File: src/rtl/ads8528_read_ctrl.sv
// Host-side sequencer for the ADS8528 8-channel parallel ADC.
// Writes the 32-bit config register as two 16-bit WR_N strobes.
// Fires all four CONVST lines together and waits for BUSY to rise and fall.
// Reads the eight results with RD_N and streams them out as indexed samples.
module ads8528_read_ctrl #(
    parameter logic [31:0] CONFIG_WORD  = 32'h0000_03FF,
    parameter int          T_SETUP      = 1,
    parameter int          T_WRL        = 2,
    parameter int          T_RDL        = 2,
    parameter int          T_HIGH       = 2,
    parameter int          T_CNVH       = 2,
    parameter int          BUSY_TIMEOUT = 200
) (
    input  logic        CLK,
    input  logic        RST_N,
    input  logic        cfg_req,
    input  logic        conv_req,
    input  logic        BUSY,
    input  logic [15:0] DB_IN,
    output logic [15:0] DB_OUT,
    output logic        DB_OE,
    output logic        CS_N,
    output logic        WR_N,
    output logic        RD_N,
    output logic [3:0]  CONVST,
    output logic        sample_valid,
    output logic [15:0] sample_data,
    output logic [2:0]  sample_idx,
    output logic        frame_done,
    output logic        cfg_done,
    output logic        ctrl_busy,
    output logic        timeout_err
);

    localparam int CW = 8;
    localparam int TW = $clog2(BUSY_TIMEOUT + 1);

    localparam logic [CW-1:0] LAST_SETUP = CW'(T_SETUP - 1);
    localparam logic [CW-1:0] LAST_WRL   = CW'(T_WRL - 1);
    localparam logic [CW-1:0] LAST_RDL   = CW'(T_RDL - 1);
    localparam logic [CW-1:0] LAST_HIGH  = CW'(T_HIGH - 1);
    localparam logic [CW-1:0] LAST_CNVH  = CW'(T_CNVH - 1);
    localparam logic [TW-1:0] LAST_WAIT  = TW'(BUSY_TIMEOUT - 1);

    typedef enum logic [3:0] {
        IDLE      = 4'd0,
        CFG_SETUP = 4'd1,
        CFG_WRL   = 4'd2,
        CFG_WRH   = 4'd3,
        CNV_HI    = 4'd4,
        WAIT_BUSY = 4'd5,
        RD_SETUP  = 4'd6,
        RD_L      = 4'd7,
        RD_H      = 4'd8
    } state_t;

    state_t        state, state_nxt;
    logic [CW-1:0] cnt;        // cycles spent in the current phase
    logic [2:0]    word_cnt;   // config half (bit 0) or read word index
    logic [TW-1:0] tcnt;       // cycles since CONVST rose
    logic          busy_s1, busy_s2;
    logic          busy_seen;
    logic          phase_last;
    logic          busy_done;
    logic          to_hit;
    logic          rd_last;

    // Two-flop synchronizer for the asynchronous BUSY pin
    always_ff @(posedge CLK) begin
        if (!RST_N) begin
            busy_s1 <= 1'b0;
            busy_s2 <= 1'b0;
        end else begin
            busy_s1 <= BUSY;
            busy_s2 <= busy_s1;
        end
    end

    // Decode whether this is the final cycle of the current timed phase
    always_comb begin
        phase_last = 1'b0;
        case (state)
            CFG_SETUP, RD_SETUP: phase_last = (cnt == LAST_SETUP);
            CFG_WRL:             phase_last = (cnt == LAST_WRL);
            CFG_WRH, RD_H:       phase_last = (cnt == LAST_HIGH);
            CNV_HI:              phase_last = (cnt == LAST_CNVH);
            RD_L:                phase_last = (cnt == LAST_RDL);
            default:             phase_last = 1'b0;
        endcase
    end

    // A completed conversion beats a timeout landing on the same cycle
    assign busy_done = (state == WAIT_BUSY) && busy_seen && !busy_s2;
    assign to_hit    = (state == WAIT_BUSY) && !busy_done && (tcnt == LAST_WAIT);
    assign rd_last   = (state == RD_L) && phase_last;

    // State register
    always_ff @(posedge CLK) begin
        if (!RST_N) state <= IDLE;
        else        state <= state_nxt;
    end

    // Next-state logic; requests outside IDLE are dropped, cfg_req has priority
    always_comb begin
        state_nxt = state;
        case (state)
            IDLE: begin
                if (cfg_req)       state_nxt = CFG_SETUP;
                else if (conv_req) state_nxt = CNV_HI;
            end
            CFG_SETUP: if (phase_last) state_nxt = CFG_WRL;
            CFG_WRL:   if (phase_last) state_nxt = CFG_WRH;
            CFG_WRH:   if (phase_last) state_nxt = word_cnt[0] ? IDLE : CFG_SETUP;
            CNV_HI:    if (phase_last) state_nxt = WAIT_BUSY;
            WAIT_BUSY: begin
                if (busy_done)   state_nxt = RD_SETUP;
                else if (to_hit) state_nxt = IDLE;
            end
            RD_SETUP:  if (phase_last) state_nxt = RD_L;
            RD_L:      if (phase_last) state_nxt = RD_H;
            RD_H:      if (phase_last) state_nxt = (word_cnt == 3'd7) ? IDLE : RD_L;
            default:   state_nxt = IDLE;
        endcase
    end

    // Output decode from the current state
    always_comb begin
        CS_N      = 1'b1;
        WR_N      = 1'b1;
        RD_N      = 1'b1;
        CONVST    = 4'h0;
        DB_OE     = 1'b0;
        DB_OUT    = 16'h0000;
        ctrl_busy = (state != IDLE);
        case (state)
            CFG_SETUP, CFG_WRL, CFG_WRH: begin
                CS_N   = 1'b0;
                DB_OE  = 1'b1;
                DB_OUT = word_cnt[0] ? CONFIG_WORD[15:0] : CONFIG_WORD[31:16];
                WR_N   = (state != CFG_WRL);
            end
            CNV_HI:         CONVST = 4'hF;
            RD_SETUP, RD_H: CS_N   = 1'b0;
            RD_L: begin
                CS_N = 1'b0;
                RD_N = 1'b0;
            end
            default: ;
        endcase
    end

    // Phase, word and timeout counters plus the BUSY-high latch
    always_ff @(posedge CLK) begin
        if (!RST_N) begin
            cnt       <= '0;
            word_cnt  <= '0;
            tcnt      <= '0;
            busy_seen <= 1'b0;
        end else begin
            cnt <= (state_nxt != state || state == IDLE) ? '0 : cnt + 1'b1;

            if (state == IDLE)
                word_cnt <= '0;
            else if ((state == CFG_WRH || state == RD_H) && phase_last)
                word_cnt <= word_cnt + 1'b1;

            if (state == IDLE)
                tcnt <= '0;
            else if (state == CNV_HI || state == WAIT_BUSY)
                tcnt <= tcnt + 1'b1;

            if (state == IDLE)
                busy_seen <= 1'b0;
            else if ((state == CNV_HI || state == WAIT_BUSY) && busy_s2)
                busy_seen <= 1'b1;
        end
    end

    // Sample capture and one-cycle status pulses
    always_ff @(posedge CLK) begin
        if (!RST_N) begin
            sample_valid <= 1'b0;
            sample_data  <= 16'h0000;
            sample_idx   <= 3'd0;
            frame_done   <= 1'b0;
            cfg_done     <= 1'b0;
            timeout_err  <= 1'b0;
        end else begin
            sample_valid <= rd_last;
            frame_done   <= rd_last && (word_cnt == 3'd7);
            cfg_done     <= (state == CFG_WRH) && phase_last && word_cnt[0];
            timeout_err  <= to_hit;
            if (rd_last) begin
                sample_data <= DB_IN;
                sample_idx  <= word_cnt;
            end
        end
    end

endmodule

File: config.mk
export PLATFORM = sky130hd
export DESIGN_NAME = ads8528_read_ctrl
export DESIGN_NICKNAME = d
export VERILOG_FILES = /design/src/rtl/ads8528_read_ctrl.sv
export SDC_FILE = /design/constraint.sdc
export NUM_CORES = 1
export LEC_CHECK = 0
export CORE_UTILIZATION = 43
export DETAILED_ROUTE_END_ITERATION = 7
export PLACE_DENSITY = 0.88
export SETUP_SLACK_MARGIN = 0.05
export SKIP_CTS_REPAIR_TIMING = 1
export SYNTH_ARGS = -nofsm -noshare
export SYNTH_HDL_FRONTEND = slang
export SYNTH_SLANG_ARGS = --single-unit
File: constraint.sdc
create_clock -name CLK -period 2.3 [get_ports CLK]
set_input_delay 0.575 -clock CLK [delete_from_list [all_inputs] [get_ports CLK]]
set_output_delay 0.575 -clock CLK [all_outputs]
set_load 0.05 [all_outputs]
* After elaboration in Yosys (flattened, before gate mapping)
Index checks and enable logic that the tools add are counted.
** Word-level totals
- Input port bits :: 21
- Logic and storage cells :: 76
- Output and inout port bits :: 48
- Bits in registers :: 49
** Cells by class
- Bitwise gates (word level) :: 1
- Multiplexer cells :: 22
- Eq/ne operators :: 13
- Reduce and logical (&&, ||, !) cells :: 24
- Add/sub/neg operators :: 3
** Operators by type and width (number)
- 4-bit two-way mux :: 12
- 4-bit one-hot mux with 9 select lines :: 1
- 10-bit two-way mux :: 2
- 8-bit by 1-bit adder with 8-bit output (second input constant) :: 2
- 4-bit by 3-bit == test with 1-bit output (second input constant) :: 4
- 1-bit logical AND :: 10
- 4-bit by 2-bit == test with 1-bit output (second input constant) :: 2
- 8-bit by 1-bit == test with 1-bit output (second input constant) :: 1
- 8-bit == test (second input constant) :: 1
- 8-bit logical NOT :: 1
- 2-bit OR reduction :: 3
- 6-bit OR reduction :: 1
- 1-bit two-way mux :: 5
- 5-bit OR reduction :: 1
- 4-bit by 1-bit == test with 1-bit output (second input constant) :: 1
- 4-bit == test (second input constant) :: 1
- 4-bit logical NOT :: 1
- 4-bit by 2-bit != test with 1-bit output (second input constant) :: 1
- 4-bit != test :: 1
- 4-bit nonzero test :: 1
- 3-bit by 1-bit adder with 3-bit output (second input constant) :: 1
- 3-bit == test (second input constant) :: 1
- 1-bit logical OR :: 3
- 3-bit two-way mux :: 1
- other kinds (4) :: 5

* Logic depth before layout (Yosys ltp)
Gate-level depths: netlist of run 1.
- Depth in word-level cells :: 12
- Gate-level depth with buffers :: 9
- Depth with buffers taken out :: 8

* Worst setup path before layout of run 1
No wires, ideal clock.
- Kind :: register -> output
- From :: register state[2]
- To :: output port DB_OUT[1]
- Required time :: 1725 ps
- Arrival :: 2778 ps
- Path buffers :: 3
- Cell stages (with the launch flop) :: 6
- Path slack :: -1053 ps
- Cells stage by stage :: dfxtp_1 buf_2 clkbuf_1 nor3_1 and2_1 buf_4
** Between the ends
- Cells in the longest elaborated chain, start to end :: 3
- Elaborated cells on any way between the ends :: 5
- Classes of those cells :: eq/ne: 3; mux: 1; reduce/logical: 1
** Ends and longest elaborated chain
- start: declaration :: RTL line 57 : state_t state, state_nxt;
- start signal: assignment :: RTL line 100 : else state <= state_nxt;
- 4-bit by 2-bit == test with 1-bit output or 4-bit by 1-bit == test with 1-bit output (tied branches) :: RTL line 135 : case (state)
- 3-bit OR reduction * :: RTL line 135
- 10-bit two-way mux * :: RTL line 135
- end: declaration :: RTL line 20 : output logic [15:0] DB_OUT,
Every way passes the cells marked *; elsewhere a longest branch is shown, timed or not.

* Worst setup path in the final report of run 1
- From :: register state[0]
- To :: output port ctrl_busy
** Between the ends
- Cells in the longest elaborated chain, start to end :: 1
** Ends and longest elaborated chain
- 4-bit nonzero test :: RTL line 134 : ctrl_busy = (state != IDLE);
- end: declaration :: RTL line 31 : output logic ctrl_busy,
No other way between the ends.

==> run_results.csv, run 1 <==
group,metric,value,unit
routing,drt_wl_total,5.506,mm
timing,skew,5.192,ps
synthesis,synth-seq-cells,49,
routing,drc_errors,0,
routing,vias,2058,
timing,fmax,456.6,MHz
place,place_ws,50.80,ps
clock_network,clk_pin_slew,90,ps
synthesis,synth_area,2459,um^2
worst_setup_path,endpoint_kind,"output pin",
power_and_ir_drop,switching_share,35.78,%
synthesis,ys_warn_count,0,
worst_setup_path,slowest_stage,"or4_4",
routing,wl_met3,240,um
synthesis,netlist_instances,268,
timing,rsz0062_at_grt,"yes",
die,dieWidth,77.62,um
final_layout,nets,356,
power_and_ir_drop,leakagePower,1.299,nW
timing,period_share,95.23,%
timing,relSlewSlack,62.62,%
place,port_buffers,62,
worst_setup_path,critical_path_class,"reg2out",
timing,finalCriticalPeriod,2190,ps
place,place_area,3298,um^2
die,io_pins,69,
worst_setup_path,worstPathMaxFanout,8,
power_and_ir_drop,clkPwrFrac,22.9,%
die,rows,27,
synthesis,yosys-top-cells-count,"49 x dfxtp_1, 27 x nor2_1, 23 x mux2i_1, 23 x nor2b_1, 18 x buf_4",
clock_network,clock-sinks,49,
clock_network,cts_tree,"built",
synthesis,synth_most_common_cell,"dfxtp_1",
global_route,grt_pass1_wl,9.101,mm
routing,routed-wl-met2,2.880,mm
power_and_ir_drop,seqPwrFrac,34.7,%
final_layout,instances_no_fill,402,
routing,antenna_left,0,
place,hpwl,4.135,mm
worst_setup_path,max_stage_delay,580,ps
routing,top_layer_used,"met4",
synthesis,netlist-cell-type-count,48,
outcome,status,"completed",
synthesis,ys_seq_area_share,39.90,%
synthesis,ys_async_sr_fraction,0,%
worst_setup_path,cp.arrival,1620,ps
final_layout,areaGrowthSynthToFinish,42.24,%
routing,drt_iter0_markers,118,
place,place.gp.congestion,0.9297,
power_and_ir_drop,combPwrFrac,42.4,%
worst_setup_path,crit_chain,"buf_4 > or4_4 > buf_6",
final_layout,finish.instance_area,3497,um^2
global_route,antenna_found_initial,0,
synthesis,avgSynthCellArea,9.174,um^2
timing,setup_viol,0,
synthesis,ys_top_cells_by_area,"dfxtp_1 40%, mux2i_1 9.4%, nor2b_1 5.9%, buf_4 5.5%, nor2_1 4.1%",
final_layout,drive_gt1_share,20.91,%
clock_network,h-tree-depth,2,
worst_setup_path,crit_required,1730,ps
final_layout,n_antenna_cell,0,
clock_network,cts_buffer_depth,2,
clock_network,clk_latency,290,ps
routing,routedWlPerCell,13.70,um
clock_network,cts_inserted_buffers,5,
synthesis,synth_top_flop_cell,"dfxtp_1",
clock_network,clockRootBuffer,"clkbuf_8",
routing,via_per_inst,5.119,
worst_setup_path,cp-start-kind,"flop",
routing,drtPass1Iterations,6,
timing,tns,0,ps
global_route,grt_pass1_vias,1963,
power_and_ir_drop,p_int,1.710,mW
global_route,grt_max_degree,28,
worst_hold_path,hold_class,"reg2reg",
synthesis,netlist.area_leader.share,39.90,%
synthesis,yosysTopAreaCell,"dfxtp_1",
timing,setup_ws,109.7,ps
timing,tightest_slew,555.6,ps
timing,timing.hold.ws,445.8,ps
run,drv_cap,0,
timing,slew_viol_final,0,
die,die_y,77.62,um
final_layout,nFillCells,425,
routing,drt-met1-wl,2.351,mm
timing,hold_viol,0,
global_route,grt_overflow_total,0,
die,initial_core_util,44.65,%
power_and_ir_drop,powerDensity,761.2,nW/um^2
power_and_ir_drop,p_switching,0.9525,mW
die,die_area,6024,um^2
global_route,globalRouteTotalUtil,18.81,%
power_and_ir_drop,ir_drop,611.5,uV
die,core_region_area,5507,um^2
synthesis,synth_edf_count,0,
place,placed_cells,392,
-- power by group through the flow --
stage | Clock [mW] | Sequential, mW | Combinational, mW
floorplan | 0 | 0.908 | 0.668
global placement | 0 | 0.934 | 1.02
detailed placement | 0 | 0.934 | 1.03
CTS | 0.629 | 0.914 | 1.03
global route | 0.674 | 0.928 | 1.19
finish | 0.610 | 0.923 | 1.13
-- state kept, by name, indices dropped and copies added, names as in the netlist --
| name | flops |
|---|---|
| timeout_err | 1 |
| word_cnt | 3 |
| frame_done | 1 |
| busy_seen | 1 |
| busy_s2 | 1 |
| cnt | 8 |
| cfg_done | 1 |
| tcnt | 8 |
| state | 4 |
| sample_data | 16 |
| busy_s1 | 1 |
| sample_valid | 1 |
| sample_idx | 3 |
-- worst max-delay path: cells and delay by family, from the launching register on --
| kind | cells | cell delay [ps] |
|---|---|---|
| and+or+nand+nor | 1 | 580 |
| buffers and inverters | 2 | 360 |
| DFF | 1 | 380 |
-- final cells by class --
class                   count  area [um^2]  share of cell area [%]
multi-input cells         184         1333                   38.10
clock inverters             3        43.79                   1.252
flip-flops and latches     49        987.2                   28.23
repair buffers             80        940.9                   26.91
clock buffers               5        68.82                   1.968
well taps                  72        90.09                   2.576
inverters                   9        33.78                  0.9660
-- placed cells by master (no fill, tap or decap), drive strengths merged, types with 2 or more instances in the layout --
cell            n
a21oi           6
o31a            2
buf            37
nand3           9
a31oi           3
nor2           28
a31o            4
ha              6
clkdlybuf4s50  43
o311ai          2
nor3b           2
o21a            2
conb            6
nand3b          2
o21ai           3
and3            3
nand4           3
mux2i          23
and2            6
inv            10
or4             3
or3             2
clkbuf          5
xnor2           5
nand2b          3
nand2           7
nor3           10
nor2b          23
dfxtp          49
xor2            9
-- metal layers --
| layer | GRT usage, % | vias up |
|---|---|---|
| li1 | - | 1014 |
| met1 | 22.38 | 984 |
| met2 | 34.34 | 56 |
| met3 | 3.529 | 4 |
| met4 | 4.906 | 0 |
| met5 | 0 | - |
-- cell families (layout without fill, tap and decap cells) --
kind of cell | count (synthesis) | after routing | share of synthesized area, %
and+or+nand+nor | 106 | 107 | 24.02
buffers and inverters | 41 | 97 | 9.822
other | 1 | 6 | 0.1525
AOI/OAI and AO/OA | 28 | 28 | 8.703
DFF | 49 | 49 | 39.90
adders and majority gates | 6 | 6 | 3.053
muxes | 23 | 23 | 9.364
xor gates and xnor gates | 14 | 14 | 4.987
-- stage by stage --
| stage | util (%) | power, mW |
|---|---|---|
| after floorplan | - | 1.575 |
| after global placement | 59.90 | 1.951 |
| after detailed placement | 59.90 | 1.961 |
| after CTS | 61.94 | 2.573 |
| after global routing | 63.51 | 2.794 |
| final | 63.51 | 2.662 |
-- final timing paths --
kind | startpoint | to | slack, ps | cells after the start
setup / recovery | state[0] | ctrl_busy | 110 | 3
hold reg to reg | busy_s1 | busy_s2 | 450 | 1
setup reg to reg | cnt[0] | cnt[2] | 110 | 8
hold / removal | busy_s1 | busy_s2 | 450 | 1
Note: power is estimated with default switching activity, not from simulation.
==> run 2: changes to the inputs <==
--- a/config.mk
+++ b/config.mk
@@ -5,6 +5,8 @@
 export SDC_FILE = /design/constraint.sdc
 export NUM_CORES = 1
 export LEC_CHECK = 0
+export ABC_AREA = 1
+export CAP_MARGIN = 10
 export CORE_UTILIZATION = 43
 export DETAILED_ROUTE_END_ITERATION = 7
 export PLACE_DENSITY = 0.88
==> run_results.csv, run 2 <==
group,metric,value,unit
global_route,grt_overflow_total,0,
worst_setup_path,crit_family,"simple AND/OR/NAND/NOR gates",
synthesis,netlist.area_leader.share,40.37,%
worst_setup_path,worstPathMaxFanout,6,
timing,period_share,95.43,%
clock_network,cts_tree,"built",
die,core_region_area,5473,um^2
die,dieWidth,77.17,um
die,die_area,5955,um^2
clock_network,cts_buffer_depth,2,
worst_setup_path,r2r_slack,270,ps
worst_setup_path,critical_path_class,"reg2out",
clock_network,clock-sinks,49,
synthesis,ys_top_cells_by_area,"dfxtp_1 40%, nor2_1 10%, nand2_1 6.3%, o21ai_0 6.2%, buf_4 5.6%",
synthesis,synth_most_common_cell,"nor2_1",
synthesis,yosys-top-cells-count,"67 x nor2_1, 49 x dfxtp_1, 41 x nand2_1",
clock_network,clk_pin_slew,90,ps
power_and_ir_drop,ir_drop,662.8,uV
timing,hold_viol,0,
worst_setup_path,r2r_start,"state[0]",
final_layout,layout_commonest_cell,"nor2_1",
routing,antenna_left,0,
global_route,antenna_found_initial,0,
clock_network,cts_inserted_buffers,5,
worst_setup_path,crit_chain,"nand2_1 > nor2_2 > inv_1 > nand2_1 > nor4_4 > buf_12",
synthesis,synth_top_flop_cell,"dfxtp_1",
place,place.gp.congestion,0.9507,
timing,finalCriticalPeriod,2195,ps
die,rows,27,
clock_network,clockRootBuffer,"clkbuf_8",
global_route,grt_pass1_wl,8.687,mm
worst_hold_path,hold_start,"busy_s1",
routing,drtPass1Iterations,4,
global_route,grt_pass1_vias,1993,
routing,drc_errors,0,
clock_network,h-tree-depth,2,
synthesis,netlist_instances,331,
routing,via_per_inst,4.738,
place,hpwl,4.146,mm
timing,skew,10.44,ps
power_and_ir_drop,powerDensity,850.1,nW/um^2
clock_network,clk_latency,300,ps
worst_setup_path,crit_required,1730,ps
worst_hold_path,hold_class,"reg2reg",
final_layout,regMostFlops,"sample_data",
synthesis,netlist-cell-type-count,30,
worst_setup_path,cp.arrival,1620,ps
power_and_ir_drop,leakagePower,1.349,nW
synthesis,ys_async_sr_fraction,0,%
die,initial_core_util,44.40,%
worst_setup_path,worst-path-stages,6,
routing,routedWlPerCell,11.47,um
worst_setup_path,crit_end,"CS_N",
final_layout,nets,415,
timing,relSlewSlack,66.05,%
die,die_y,77.17,um
final_layout,top_regs,"sample_data (16), cnt (8), tcnt (8)",
synthesis,synth_edf_count,0,
timing,tns,0,ps
timing,fmax,455.6,MHz
final_layout,drive_gt1_share,20.31,%
worst_setup_path,max_stage_delay,380,ps
worst_setup_path,worst-r2r-cell-count,12,
final_layout,nFillCells,499,
worst_setup_path,cp-startpoint,"state[0]",
synthesis,synth_area,2430,um^2
global_route,grt_max_degree,22,
timing,setup_viol,0,
final_layout,largest_reg_flops,16,
synthesis,ys_seq_area_share,40.37,%
synthesis,yosysTopAreaCell,"dfxtp_1",
synthesis,avgSynthCellArea,7.341,um^2
worst_setup_path,endpoint_kind,"output pin",
place,port_buffers,62,
worst_setup_path,path_common_cell,"nand2_1",
die,io_pins,69,
routing,drt_wl_total,5.289,mm
worst_setup_path,cp-start-kind,"flop",
routing,drt_iter0_markers,123,
run,drv_cap,0,
timing,rsz0062_at_grt,"yes",
synthesis,ys_warn_count,0,
final_layout,layout_common_cells,"65 x nor2_1, 46 x dfxtp_1, 43 x clkdlybuf4s50_1",
global_route,globalRouteTotalUtil,18.20,%
worst_setup_path,r2r_end,"cnt[6]",
timing,tightest_slew,507.7,ps
timing,slew_viol_final,0,
routing,vias,2184,
outcome,status,"completed",
worst_setup_path,slowest_stage,"dfxtp_1",
synthesis,synth-seq-cells,49,
final_layout,areaGrowthSynthToFinish,37.59,%
final_layout,n_antenna_cell,0,
worst_setup_path,critPathBufInv,2,
power_and_ir_drop,finalPower,2.842,mW
==> run 2: changes by cell type after synthesis, moves of 6 or more <==
| cell | previous run | this run |
|---|---|---|
| o21ai_0 | 3 | 30 |
| nand2_1 | 7 | 41 |
| inv_1 | 9 | 31 |
| nor2_1 | 27 | 67 |
| inv_2 | 0 | 6 |
| xor2_1 | 9 | 3 |
| mux2i_1 | 23 | 0 |
| nor2_2 | 1 | 13 |
| nand3_2 | 0 | 6 |
| a21oi_1 | 6 | 12 |
| nor2b_1 | 23 | 0 |
==> run 2: cell families after synthesis <==
family	after synthesis	synth area share (%)
simple gates	165	32.85
other cells	1	0.1543
buf+inv	60	12.10
fa+ha+maj	6	3.090
compound gates	44	9.269
xor+xnor	6	2.163
flops	49	40.37
==> run 2: power breakdown <==
part / switching, mW / total, mW / internal, mW
Combinational: 0.883 / 1.36 / 0.479
Clock: 0.293 / 0.543 / 0.250
Sequential: 0.0510 / 0.937 / 0.886
Total: 1.23 / 2.84 / 1.61
==> run 2: area by class of cell <==
cell class,count,area [um^2],area share (%)
Timing Repair Buffer,68,809.5,24.21
Multi-Input combinational cell,227,1220,36.49
Clock inverter,2,17.52,0.5240
Sequential cell,49,984.7,29.45
Tap cell,72,90.09,2.695
Inverter,37,138.9,4.154
Clock buffer,6,82.58,2.470
==> run 2: how the worst min path moves through the flow <==
stage,to,depth (start not counted)
finish,busy_s2,2
global route,busy_s2,2
CTS,busy_s2,2
detailed placement,busy_s2,2
global placement,busy_s2,2
floorplan,busy_s2,2
==> run 2: tightest hold or removal path: cells and delay by family, from the launching register on <==
family                 cells  cell delay [ps]
flip-flops                 1              320
AND/OR/NAND/NOR            1               60
buffers and inverters      1               40
==> run 2: metal layers <==
layer  share of wire, %  track usage, %
met4                1.4           7.547
met3                4.6           4.762
met2                 52           31.95
met1                 42           20.70
met5                  0               0
==> run 2: stage by stage <==
| step | util [%] | area [um^2] | cells | worst slack, ps | hold WS, ps |
|---|---|---|---|---|---|
| 5_1_grt | 61.09 | 3343 | 461 | 10.90 | 471.1 |
| 3_5_place_dp | 58.76 | 3216 | 453 | 200.7 | 428.7 |
| 6_report | 61.09 | 3343 | 461 | 105.0 | 443.6 |
| 4_1_cts | 60.59 | 3316 | 461 | 4.327 | 443.8 |
| 2_1_floorplan | - | 2475 | 336 | -18.34 | 390.5 |
| 3_3_place_gp | 58.76 | 3216 | 453 | 240.8 | 417.0 |
